`src/rtl/xtea_encipher.sv`:
```
// Iterative XTEA block encryptor: one Feistel half-round per clock,
// start/busy/done handshake, ROUNDS full cycles per 64-bit block.
module xtea_encipher #(
   parameter int unsigned  ROUNDS = 32,
   parameter logic [31:0]  DELTA  = 32'h9E3779B9
) (
   input  logic          clock,
   input  logic          reset,
   input  logic          start,
   input  logic [31:0]   data_in1,
   input  logic [31:0]   data_in2,
   input  logic [127:0]  key_in,
   output logic          busy,
   output logic          done,
   output logic [31:0]   data_out1,
   output logic [31:0]   data_out2
);

   localparam logic [1:0] S_IDLE  = 2'd0;
   localparam logic [1:0] S_RND_A = 2'd1;
   localparam logic [1:0] S_RND_B = 2'd2;
   localparam logic [1:0] S_OUT   = 2'd3;

   localparam logic [8:0] ROUNDS_W = 9'(ROUNDS);

   logic [1:0]   state_q, state_d;
   logic [31:0]  v0_q, v0_d;
   logic [31:0]  v1_q, v1_d;
   logic [31:0]  sum_q, sum_d;
   logic [127:0] key_q, key_d;
   logic [7:0]   count_q, count_d;
   logic         busy_q, busy_d;
   logic         done_q, done_d;
   logic [31:0]  out1_q, out1_d;
   logic [31:0]  out2_q, out2_d;

   logic [31:0]  key_a;
   logic [31:0]  key_b;
   logic [8:0]   count_inc;

   function automatic logic [31:0] mix(input logic [31:0] v);
      return ((v << 4) ^ (v >> 5)) + v;
   endfunction

   // k[0] sits in the top word, so word index i maps to bit offset (3-i)*32.
   assign key_a     = key_q[{~sum_q[1:0], 5'd0} +: 32];
   assign key_b     = key_q[{~sum_q[12:11], 5'd0} +: 32];
   assign count_inc = {1'b0, count_q} + 9'd1;

   always_comb begin
      state_d = state_q;
      v0_d    = v0_q;
      v1_d    = v1_q;
      sum_d   = sum_q;
      key_d   = key_q;
      count_d = count_q;
      busy_d  = busy_q;
      done_d  = 1'b0;
      out1_d  = out1_q;
      out2_d  = out2_q;
      case (state_q)
         S_IDLE: begin
            if (start) begin
               v0_d    = data_in1;
               v1_d    = data_in2;
               key_d   = key_in;
               sum_d   = 32'd0;
               count_d = 8'd0;
               busy_d  = 1'b1;
               state_d = S_RND_A;
            end
         end
         S_RND_A: begin
            v0_d    = v0_q + (mix(v1_q) ^ (sum_q + key_a));
            sum_d   = sum_q + DELTA;
            state_d = S_RND_B;
         end
         S_RND_B: begin
            // v0_q and sum_q already hold the values written in RND_A.
            v1_d    = v1_q + (mix(v0_q) ^ (sum_q + key_b));
            count_d = count_inc[7:0];
            state_d = (count_inc == ROUNDS_W) ? S_OUT : S_RND_A;
         end
         S_OUT: begin
            out1_d  = v0_q;
            out2_d  = v1_q;
            done_d  = 1'b1;
            busy_d  = 1'b0;
            state_d = S_IDLE;
         end
         default: begin
            busy_d  = 1'b0;
            state_d = S_IDLE;
         end
      endcase
   end

   always_ff @(posedge clock or posedge reset) begin
      if (reset) begin
         state_q <= S_IDLE;
         v0_q    <= 32'd0;
         v1_q    <= 32'd0;
         sum_q   <= 32'd0;
         key_q   <= 128'd0;
         count_q <= 8'd0;
         busy_q  <= 1'b0;
         done_q  <= 1'b0;
         out1_q  <= 32'd0;
         out2_q  <= 32'd0;
      end else begin
         state_q <= state_d;
         v0_q    <= v0_d;
         v1_q    <= v1_d;
         sum_q   <= sum_d;
         key_q   <= key_d;
         count_q <= count_d;
         busy_q  <= busy_d;
         done_q  <= done_d;
         out1_q  <= out1_d;
         out2_q  <= out2_d;
      end
   end

   assign busy      = busy_q;
   assign done      = done_q;
   assign data_out1 = out1_q;
   assign data_out2 = out2_q;

endmodule

```
`config.mk`:
```
export PLATFORM = sky130hd
export DESIGN_NAME = xtea_encipher
export DESIGN_NICKNAME = d
export VERILOG_FILES = /design/src/rtl/xtea_encipher.sv
export SDC_FILE = /design/constraint.sdc
export NUM_CORES = 1
export LEC_CHECK = 0
export ABC_CLOCK_PERIOD_IN_PS = 9400
export CORE_MARGIN = 3
export CORE_UTILIZATION = 31
export CTS_BUF_LIST = sky130_fd_sc_hd__clkbuf_8 sky130_fd_sc_hd__clkbuf_16
export DETAILED_ROUTE_END_ITERATION = 8
export GPL_TIMING_DRIVEN = 0
export HOLD_SLACK_MARGIN = 0.03
export PLACE_DENSITY_LB_ADDON = 0.15
export SYNTH_ARGS = -nofsm -noshare
export SYNTH_HDL_FRONTEND = slang
export SYNTH_SLANG_ARGS = --single-unit
```
`constraint.sdc`:
```
create_clock -name clock -period 9.4 [get_ports clock]
set_input_delay 0.94 -clock clock [delete_from_list [all_inputs] [get_ports clock]]
set_output_delay 0.94 -clock clock [all_outputs]
set_load 0.01 [all_outputs]
```
==> After elaboration in Yosys (flattened, before gate mapping) <==
Cells that the tools add are included.
{ "totals": {"input_bits": 195, "reg_bits": 300, "word_cells": 53, "output_inout_bits": 66} }
{ "op_classes": {"add_sub_neg": 8, "bitwise": 6, "shift": 2, "n_mux": 14, "n_reduce_logical": 8, "n_eq_ne": 5} }
{ "ops": {"columns": ["cell", "count"], "rows": [
  ["128-bit by 8-bit indexed part select with 32-bit output", 2],
  ["32-bit adder", 6],
  ["32-bit case mux with 2 select lines", 3],
  ["32-bit 2-to-1 mux", 3],
  ["32-bit by 27-bit XOR with 32-bit output", 2],
  ["32-bit XOR", 2],
  ["32-bit adder (second input constant)", 1],
  ["8-bit case mux with 2 select lines", 1],
  ["8-bit by 1-bit adder with 9-bit output (second input constant)", 1],
  ["9-bit by 6-bit == test with 1-bit output (second input constant)", 1],
  ["8-bit 2-to-1 mux", 1],
  ["2-bit case mux with 4 select lines", 1],
  ["2-bit AND reduction", 4],
  ["2-bit nonzero test", 3],
  ["2-bit == test (second input constant)", 2],
  ["2-bit 2-to-1 mux", 2],
  ["2-bit inverter", 2],
  ["2-bit by 1-bit == test with 1-bit output (second input constant)", 1],
  ["2-bit zero test", 1],
  ["1-bit 2-to-1 mux", 2],
  ["2-bit inequality test (second input constant)", 1],
  ["1-bit case mux with 2 select lines", 1]
]} }

==> Longest topological paths before layout <==
{ "logic_depth": {"ltp_word": 6, "mapped_depth": 27, "depth_no_buf": 26} }

==> Worst setup path after synthesis <==
Ideal clock, no wire load.
{ "synth_timing": {"kind": "register -> register", "start": "register sum_q[0]", "end": "register v0_q[31]", "slack_ns": 3.501, "t_arrival_ns": 5.769, "setup_time_ns": 0.129, "path_buffers": 2, "stages_incl_launch_ff": 25, "synth_period_minus_slack_ns": 5.899, "required_ns": 9.271, "cell_sequence": "dfrtp_1 clkbuf_1 buf_1 mux4_2 ha_1 or4_1 o211ai_1 o21ai_1 a221o_1 a21o_1 a21oi_1 xnor2_1 xnor2_1 ha_1 and2_1 and3_1 nand2_1 nand2_1 a31oi_1 o31ai_1 a21oi_1 o21ai_0 a21o_1 xnor2_1 o21ai_1"} }
{ "synth_between": {"elab_chain_len": 6} }
{ "synth_rtl": {"columns": ["element", "line", "source"], "rows": [
  ["from (decl)", "29", "logic [31:0] sum_q, sum_d;"],
  ["from (signal assigned)", "114", "sum_q <= sum_d;"],
  ["2-bit inverter", "46", "assign key_a = key_q[{~sum_q[1:0], 5'd0} +: 32];"],
  ["128-bit by 8-bit indexed part select with 32-bit output", "46", null],
  ["32-bit adder *", "74", "v0_d = v0_q + (mix(v1_q) ^ (sum_q + key_a));"],
  ["32-bit XOR *", "74", null],
  ["32-bit adder *", "74", null],
  ["32-bit case mux with 2 select lines *", "61", "case (state_q)"],
  ["to (signal assigned)", "112", "v0_q <= v0_d;"],
  ["to (decl)", "27", "logic [31:0] v0_q, v0_d;"]
]} }
Mark *: on every way between the ends. The rest lies on a longest branch, timed or not.
A chain may end at the register's enable or synchronous reset.

==> Worst setup path after layout <==
Ends and elaborated chain as after synthesis.

==> results by group <==
Layout
  – P&R area growth vs syn: 22.2%
  – Fillers: about 7500
  – Ant. Diodes: 0
  – Share of cells above drive strength 1: 0.0753
  – Fin nets: 3251

GRT
  – Total grt overflow: 0
  – First-pass GRT wire length: 128 mm
  – Initial antenna violation count: 1
  – Maximum number of pins on one net before global-route repair: between 100 and 150
  – M1 GR Usage: 0.300
  – GRT met2 Usage: 0.361
  – Global routing's busiest layer: met2
  – Total GRT Usage: 0.217
  – Met3 Use GR: 0.0263
  – Vias in the first global route: 20800

Clocking
  – Post-cts sizing count: 0
  – Clk root buf: clkbuf_16
  – CTS H-Tree Depth: 2
  – Setup Buffers After CTS: 0
  – # clock sinks: 300
  – Max Buffers Root-to-Sink: 3
  – Hold buffer count at cts: 0
  – Clock slew at reported path FFs: 0.07 ns
  – Total CTS buffers: 39
  – CTS tree: yes
  – Clock Latency Late Sink: approximately 0.57 ns

Critical path
  – CP endpoint kind: register
  – Reg2Reg Depth: 23
  – Worst reg-to-reg setup slack: 1.94 ns
  – FF-to-FF Start: sum_q[0]$_DFFE_PP0P_
  – Required time of the critical path: 9.84 ns
  – Crit path kind: reg2reg
  – Reg-to-Reg End: v0_q[31]$_DFFE_PP0P_
  – CP startpoint: sum_q[0]$_DFFE_PP0P_
  – Crit path capture: v0_q[31]$_DFFE_PP0P_
  – Worst Setup Start Kind: register
  – Critical Path AT: 7.90 ns
  – Critical Path Fanout Max: 10

Logic synthesis
  – Share of the synthesized area in the top cell type: 0.324
  – Ys Warns: 0
  – Leading cell types by count after synthesis: nand2_1, dfrtp_1, ha_1
  – Syn Area/Cell: 9.10 um2
  – Yosys reg bits: 300
  – Area of the mapped netlist: between 0.02 and 0.025 mm2
  – Area leader, netlist: dfrtp_1
  – Ys async rst share: 1.00
  – Post-Syn Instances: around 2500
  – Synth cell types: 83
  – Top-count cell post-synth: nand2_1
  – Syn_nets: just under 3000
  – Sequential fraction of the synthesis area: 0.324
  – EDFF count, synth: 0
  – Post-synth top flop: dfrtp_1
  – Area contributors post-synth: dfrtp_1, ha_1, nand2_1

Route
  – Vias: roughly 20000
  – Drt initial violations: 1268
  – Wire per inst: 22.4 um
  – 1st-pass router iterations: 6
  – DR DRC count: 0
  – Vias/cell: 5.32
  – Post-DRT Antenna Nets: 0
  – Final wirelength: 86.1 mm

Timing
  – Slew margin rel.: 0.287
  – Final Skew: 0.0289 ns
  – Worst Tran Pin Value: 1.07 ns
  – RSZ-0062 raised after global routing: no
  – Final Critical Period: around 7.5 ns
  – Period utilization: 0.794
  – Fmax: roughly 130 MHz
  – Slew Limit Fails: 0
  – Final setup margin: 1.94 ns
  – Final hold violation count: 0
  – Final setup viols: 0

Placement
  – GPL Wtd Cong: roughly 0.92
  – PortBufs: 260
  – Placement Setup Slack: ~1.9 ns
  – DPL Wire Length: 69.2 mm

Floorplanning
  – Row count: 99
  – IO Pins: 261
  – Die Width: 280 um
  – Core area: 0.0736 mm2
  – Die Footprint: 0.0781 mm2
  – Initial core utilization: 0.315
  – Chip height: 280 um

Min path
  – Hold Path Class: reg2reg

Outcome
  – Outcome: finished, final reports clean

Flow run
  – Maxcap violations: 0
## registers in the layout (all words and copies together) (netlist names)
register	cells
sum_q	32
busy	1
v0_q	32
key_q	128
v1_q	32
state_q	2
data_out1	32
done	1
count_q	8
data_out2	32
## critical path, cell delays in order, from the launching register on
cell and delay [ns]:
dfrtp_1 0.41, clkbuf_1 0.54, buf_1 0.72, mux4_2 0.66, ha_1 0.38, or4_1 0.55, o211ai_1 0.17, o21ai_1 0.19
a221o_1 0.39, a21o_1 0.19, a21oi_1 0.23, o21ai_0 0.17, xnor2_1 0.16, ha_1 0.35, a21o_1 0.19, a21oi_1 0.24
nand2_1 0.08, a31oi_1 0.38, o31ai_1 0.20, a21oi_1 0.29, o21ai_0 0.14, a21o_1 0.20, xnor2_1 0.41, o21ai_1 0.10
## through the flow
stage                      TNS, ns  hold slack, ns  std cells  cell area (um2)  utilization
after floorplan                  0           0.457       2548            23200            -
after global placement    -1258.59           0.468       3767            27000        0.367
after detailed placement         0           0.469       3769            27100        0.368
after CTS                        0           0.482       3839            28300        0.385
after global routing             0           0.521       3839            28300        0.385
final                            0           0.476       3839            28300        0.385
## per-layer routing
metal / routed length [um] / vias to the layer above
li1: - / 9760
met1: 39700 / 9990
met2: 40100 / 577
met3: 4020 / 98
met4: 2210 / 0
met5: 0 / -
## cells in the final DEF (no fill, tap or decap), types with 86 or more instances in the layout
master | netlist | layout
a21oi_1 | 177 | 177
dfrtp_1 | 300 | 300
a21o_1 | 96 | 96
xor2_1 | 126 | 126
nand2_1 | 533 | 533
ha_1 | 199 | 199
o21ai_0 | 154 | 154
xnor2_1 | 165 | 165
clkbuf_1 | 86 | 86
clkdlybuf4s50_1 | 0 | 260
nor2_1 | 95 | 95
## cell type report
cell class                 count  area, um2  area share
multi-input combinational   2119      15200       0.536
buffer                        94        353      0.0125
clock buffer                  47       1110      0.0391
inverter                      35        139     0.00490
tap                          959       1200      0.0423
sequential                   300       7510       0.265
timing repair buffer         262       2660      0.0938
clock inverter                23        174     0.00614
## how the worst min path moves through the flow
stage / cells past startpoint / slack, ns / startpoint / end
6_report: 2 / 0.48 / busy$_DFFE_PP0P_ / busy$_DFFE_PP0P_
5_1_grt: 1 / 0.52 / data_out2[19]$_DFFE_PP0P_ / data_out2[19]$_DFFE_PP0P_
4_1_cts: 2 / 0.48 / busy$_DFFE_PP0P_ / busy$_DFFE_PP0P_
3_5_place_dp: 2 / 0.47 / busy$_DFFE_PP0P_ / busy$_DFFE_PP0P_
3_3_place_gp: 2 / 0.47 / busy$_DFFE_PP0P_ / busy$_DFFE_PP0P_
2_1_floorplan: 2 / 0.46 / key_q[32]$_DFFE_PP0P_ / key_q[32]$_DFFE_PP0P_
## logic make-up after synthesis
logic type      synth area share
simple gates               0.155
compound gates             0.181
flops                      0.324
xor+xnor                   0.110
fa+ha+maj                  0.113
mux                       0.0965
buf+inv                   0.0209
Power is left out: the tool's default activity adds up to more than one toggle a clock period on the data nets, which glitch-free logic cannot reach.
